`config.mk`:
```
export PLATFORM = sky130hd
export DESIGN_NAME = gost89_ecb_stream_ctrl
export DESIGN_NICKNAME = d
export VERILOG_FILES = /design/src/rtl/gost89_ecb_stream_ctrl.sv
export SDC_FILE = /design/constraint.sdc
export NUM_CORES = 2
export LEC_CHECK = 0
export CORE_AREA = 2 2 733 735
export CTS_CLUSTER_DIAMETER = 100
export CTS_CLUSTER_SIZE = 40
export DETAILED_ROUTE_END_ITERATION = 6
export DIE_AREA = 0 0 735 737
export SYNTH_ARGS = -nofsm -noshare
export SYNTH_HDL_FRONTEND = slang
export SYNTH_SLANG_ARGS = --single-unit
```
`constraint.sdc`:
```
create_clock -name clk -period 93.6 [get_ports clk]
set_clock_uncertainty 0.2 [all_clocks]
set_input_delay 18.72 -clock clk [delete_from_list [all_inputs] [get_ports clk]]
set_output_delay 18.72 -clock clk [all_outputs]
set_load 0.05 [all_outputs]
```
`src/rtl/gost89_ecb_stream_ctrl.sv`:
```
// Stream controller feeding the GOST 28147-89 ECB encrypt/decrypt pipelines.
// Tracks in-flight blocks, collects results in a credit-guarded output FIFO.
module gost89_ecb_stream_ctrl #(
    parameter int LATENCY    = 65,
    parameter int FIFO_DEPTH = 8,
    parameter int TAG_W      = 4
) (
    input  logic             clk,
    input  logic             rst,
    input  logic             key_load_valid,
    output logic             key_load_ready,
    input  logic [255:0]     key_in,
    input  logic [511:0]     sbox_in,
    input  logic             in_valid,
    output logic             in_ready,
    input  logic             in_mode,
    input  logic [63:0]      in_data,
    input  logic [TAG_W-1:0] in_tag,
    output logic             out_valid,
    input  logic             out_ready,
    output logic [63:0]      out_data,
    output logic [TAG_W-1:0] out_tag,
    output logic             out_mode,
    output logic [255:0]     pipe_key,
    output logic [511:0]     pipe_sbox,
    output logic [63:0]      pipe_in,
    input  logic [63:0]      enc_out,
    input  logic [63:0]      dec_out,
    output logic             busy
);

    localparam int CW = $clog2(LATENCY + 1);
    localparam int PW = $clog2(FIFO_DEPTH);
    localparam int FW = $clog2(FIFO_DEPTH + 1);

    typedef enum logic [1:0] {S_IDLE, S_RUN, S_DRAIN, S_LOAD} state_t;

    state_t             r_state;
    logic               r_klr;
    logic [255:0]       r_key;
    logic [511:0]       r_sbox;
    logic [CW-1:0]      r_inflight;
    logic [LATENCY-1:0] r_vld;
    logic [LATENCY-1:0] r_mode;
    logic [TAG_W-1:0]   r_tag [LATENCY];
    logic [63:0]        r_fdata [FIFO_DEPTH];
    logic [TAG_W-1:0]   r_ftag [FIFO_DEPTH];
    logic [FIFO_DEPTH-1:0] r_fmode;
    logic [PW-1:0]      r_wptr;
    logic [PW-1:0]      r_rptr;
    logic [FW-1:0]      r_count;

    logic [31:0]        w_used;
    logic               w_accept;
    logic               w_exit;
    logic               w_pop;
    logic [63:0]        w_res;

    // Credit counts every block that will eventually occupy a FIFO slot.
    assign w_used    = 32'(r_inflight) + 32'(r_count);
    assign in_ready  = (r_state == S_RUN) && (w_used < 32'(FIFO_DEPTH))
                       && !key_load_valid;
    assign w_accept  = in_valid && in_ready;
    assign w_exit    = r_vld[LATENCY-1];
    assign w_res     = r_mode[LATENCY-1] ? dec_out : enc_out;
    assign out_valid = (r_count != '0);
    assign w_pop     = out_valid && out_ready;
    assign out_data  = out_valid ? r_fdata[r_rptr] : '0;
    assign out_tag   = out_valid ? r_ftag[r_rptr] : '0;
    assign out_mode  = out_valid && r_fmode[r_rptr];
    assign pipe_in   = in_data;
    assign pipe_key  = r_key;
    assign pipe_sbox = r_sbox;
    assign key_load_ready = r_klr;
    assign busy      = (r_inflight != '0) || (r_count != '0);

    // Control FSM: drain the pipelines before swapping key material.
    always_ff @(posedge clk or posedge rst) begin
        if (rst) begin
            r_state <= S_IDLE;
            r_klr   <= 1'b0;
            r_key   <= '0;
            r_sbox  <= '0;
        end else begin
            r_klr <= 1'b0;
            case (r_state)
                S_IDLE: begin
                    if (key_load_valid) begin
                        r_state <= S_LOAD;
                        r_klr   <= 1'b1;
                    end
                end
                S_RUN: begin
                    if (key_load_valid) r_state <= S_DRAIN;
                end
                S_DRAIN: begin
                    if (r_inflight == '0) begin
                        r_state <= S_LOAD;
                        r_klr   <= 1'b1;
                    end
                end
                S_LOAD: begin
                    r_key   <= key_in;
                    r_sbox  <= sbox_in;
                    r_state <= S_RUN;
                end
                default: r_state <= S_IDLE;
            endcase
        end
    end

    // In-flight tracking shift registers and occupancy counter.
    always_ff @(posedge clk or posedge rst) begin
        if (rst) begin
            r_vld      <= '0;
            r_mode     <= '0;
            r_inflight <= '0;
            for (int i = 0; i < LATENCY; i++) r_tag[i] <= '0;
        end else begin
            r_vld[0]  <= w_accept;
            r_mode[0] <= in_mode;
            r_tag[0]  <= in_tag;
            for (int i = 1; i < LATENCY; i++) begin
                r_vld[i]  <= r_vld[i-1];
                r_mode[i] <= r_mode[i-1];
                r_tag[i]  <= r_tag[i-1];
            end
            if (w_accept && !w_exit) r_inflight <= r_inflight + CW'(1);
            else if (!w_accept && w_exit) r_inflight <= r_inflight - CW'(1);
        end
    end

    // FIFO pointers and count; credit makes a full-FIFO push impossible.
    always_ff @(posedge clk or posedge rst) begin
        if (rst) begin
            r_wptr  <= '0;
            r_rptr  <= '0;
            r_count <= '0;
        end else begin
            if (w_exit) begin
                assert (r_count != FW'(FIFO_DEPTH));
                r_wptr <= r_wptr + PW'(1);
            end
            if (w_pop) r_rptr <= r_rptr + PW'(1);
            if (w_exit && !w_pop) r_count <= r_count + FW'(1);
            else if (!w_exit && w_pop) r_count <= r_count - FW'(1);
        end
    end

    // FIFO storage, written with the pipeline result selected by mode.
    always_ff @(posedge clk) begin
        if (w_exit) begin
            r_fdata[r_wptr] <= w_res;
            r_ftag[r_wptr]  <= r_tag[LATENCY-1];
            r_fmode[r_wptr] <= r_mode[LATENCY-1];
        end
    end

endmodule

```
==> flow_summary.ini <==
[logic_synthesis]
yosysSeqAreaShare_pct = 74.9
yosys-top-cells-area = dfrtp_1 48%, edfxtp_1 27%, mux2_1 11%, mux4_2 5.1%, mux2_2 4.3%
synth_fa_ha_area_share_pct = 0.350
synthXorXnorAreaFrac_pct = 0.171
synth_fp_nets = 4135
yosys.area.top_type = dfrtp_1
netlist_top_cells_count = 1178 x dfrtp_1, 601 x mux2_1, 552 x edfxtp_1, 235 x mux2_2, 138 x mux4_2
synth_compound_area_share_pct = 0.258
synth_top_family_by_area = multiplexers
synth_top_area_share_pct = 47.9
yosysMostFrequentCell = dfrtp_1
yosysUniqueCellTypes = 38
synth-seq-cells = 1730
synthSimpleGateAreaFrac_pct = 0.785
syn_area_um2 = 61500
synth_edf_count = 552
ys_warn_count = 0
syn_avg_cell_area_um2 = 19.5
syn_inst = 3149
synthMuxAreaShare_pct = 21.5
synth_ff_type = dfrtp_1
async_flop_share_pct = 68.1

[sta]
setup_viol = 0
maxSlewViolCount = 0
hold_viol = 0
post-route-min-period_ps = 39720
rsz0062_at_grt = no
max_freq_mhz = 25.2
finalSetupTns_ps = 0
post-route-period-util_pct = 42.4
worst_pin_slew_ps = 1300
maxSlewHeadroom_pct = 13.3

[cts]
cts_tree = done
cts_sinks = 1730
clock_path_buffers = 4
clk_pin_slew_ps = 100
cts_buffers = 97
cts_root_buf = clkbuf_16
cts_resized = 0
postCtsHoldBufs = 0
clk_latency_ps = 890
post_cts_buffers = 0
htree_levels = 3

[grt]
grt_pass1_wl_mm = 429
antenna_found_initial = 325
grt_pass1_vias = 36395
grt_max_degree = 132
globalRouteOverflowTotal = 0
grt.total_usage_pct = 12.4

[floorplanning]
start_util_pct = 11.5
die_area_um2 = 542000
io_pins = 1875
core-area_um2 = 534000
die_y_um = 737
std_cell_rows = 269
die_w_um = 735

[route]
dr_total_vias = 36336
drcViolationCount = 0
final_antenna_net_count = 0
drt_first_pass_iters = 5
via_per_inst = 3.02
drt_iter0_drc = 2727
wirelength_mm = 351
wl_per_cell_um = 29.2

[hold_path]
hp-class = reg -> reg

[power_and_ir_drop]
p_leak_nw = 32.5
powerDensity_nw_per_um2 = 34.1
ir_worst_vdd_uv = 24.6

[cells_and_area]
drive_above_1_share_pct = 12.9
fin_nets = 5824
final_util_pct = 17.1
multi_input_area_um2 = 14300
fillCellCount = 58127
regArea_um2 = 46100
area_growth_pct = 48.1

[worst_setup_path]
worstPathRequired_ps = 74680
cp-end-kind = output pin
critPathLaunchType = input pin
crit_fanout = 2
path_class = in -> out
arrival_ps = 20800

[placed_design]
dp.final_hpwl_mm = 293
io_buffers = 1746
gp_congestion = 0.925

[flow_run]
drv_cap = 0

[status]
outcome = completed
## kinds of logic after synthesis
family	count (synthesis)
AO/OA/AOI/OAI	25
XOR/XNOR	12
adder cells (fa/ha/maj)	16
buffers and inverters	210
flip-flops	1730
multiplexers	1045
AND/OR/NAND/NOR	111
## path summary, 6_finish.rpt
path / slack, ps / depth (start not counted) / to / start
min in group asynchronous: 18110 / 2 / pipe_sbox[399] / rst
worst max register to register: 87750 / 7 / pipe_sbox[380] / r_state[1]
worst min register to register: 120 / 0 / r_tag[99] / r_tag[103]
worst min-delay path: 120 / 0 / r_tag[99] / r_tag[103]
worst max-delay path: 53880 / 5 / in_ready / key_load_valid
max in group asynchronous: 70730 / 7 / pipe_sbox[277] / rst
## flip-flops by register name, indices dropped and copies added (netlist names), 7 cells and up
name and cells:
r_fmode 8, r_fdata 512, pipe_sbox 512, r_vld 65, r_inflight 7, r_ftag 32, r_tag 260, r_mode 65
pipe_key 256
## layer usage
layer  global-route usage [%]  share of wire, %
met5                    0.315              0.31
met4                     3.55               3.3
met3                     9.35                17
met2                     21.1                49
met1                     11.6                30
## critical path: stages
cell and delay, ps:
clkdlybuf4s50_1 480, nor4_1 360, nand4b_1 140, a21oi_1 240, clkdlybuf4s50_1 860
## final cells by class
| type | count | share of cell area [%] |
|---|---|---|
| antenna | 71 | 0.195 |
| clock buffer | 107 | 2.77 |
| timing repair buffer | 1794 | 19.6 |
| inverter | 6 | 0.0330 |
| clock inverter | 69 | 1.55 |
| sequential | 1730 | 50.6 |
| tap | 7046 | 9.67 |
| multi-input combinational | 1209 | 15.6 |
## layout by cell type (no fill, tap or decap), types with 11 or more instances in the layout
master,Yosys,final
nand2_1,13,12
mux4_2,138,138
clkinv_16,0,22
inv_16,0,17
diode_2,0,71
clkinv_8,0,11
mux2_1,601,601
nor2_1,75,69
dfrtp_1,1178,1174
buf_4,64,68
mux2_2,235,235
clkbuf_16,0,99
mux2i_1,71,71
ha_1,14,14
clkdlybuf4s50_1,0,1720
edfxtp_1,552,552
## report_power, final
group	switching [W]	total [W]	internal, W
sequential	0.000103	0.00106	0.000959
combinational	0.00103	0.00149	0.000463
clock	0.000331	0.000560	0.000229
total	0.00146	0.00311	0.00165
## per-stage QoR
step	setup slack (ps)	power (W)	hold slack (ps)	cells	area (µm²)
3_3_place_gp	53830	0.00259	131	11785	87000
4_1_cts	53890	0.00318	115	11961	91000
3_5_place_dp	53900	0.00260	135	11785	87000
2_1_floorplan	41500	0.00191	131	3149	61500
6_report	53880	0.00311	118	12032	91100
5_1_grt	53780	0.00324	132	12005	91100
Note: power is estimated with default switching activity, not from simulation.
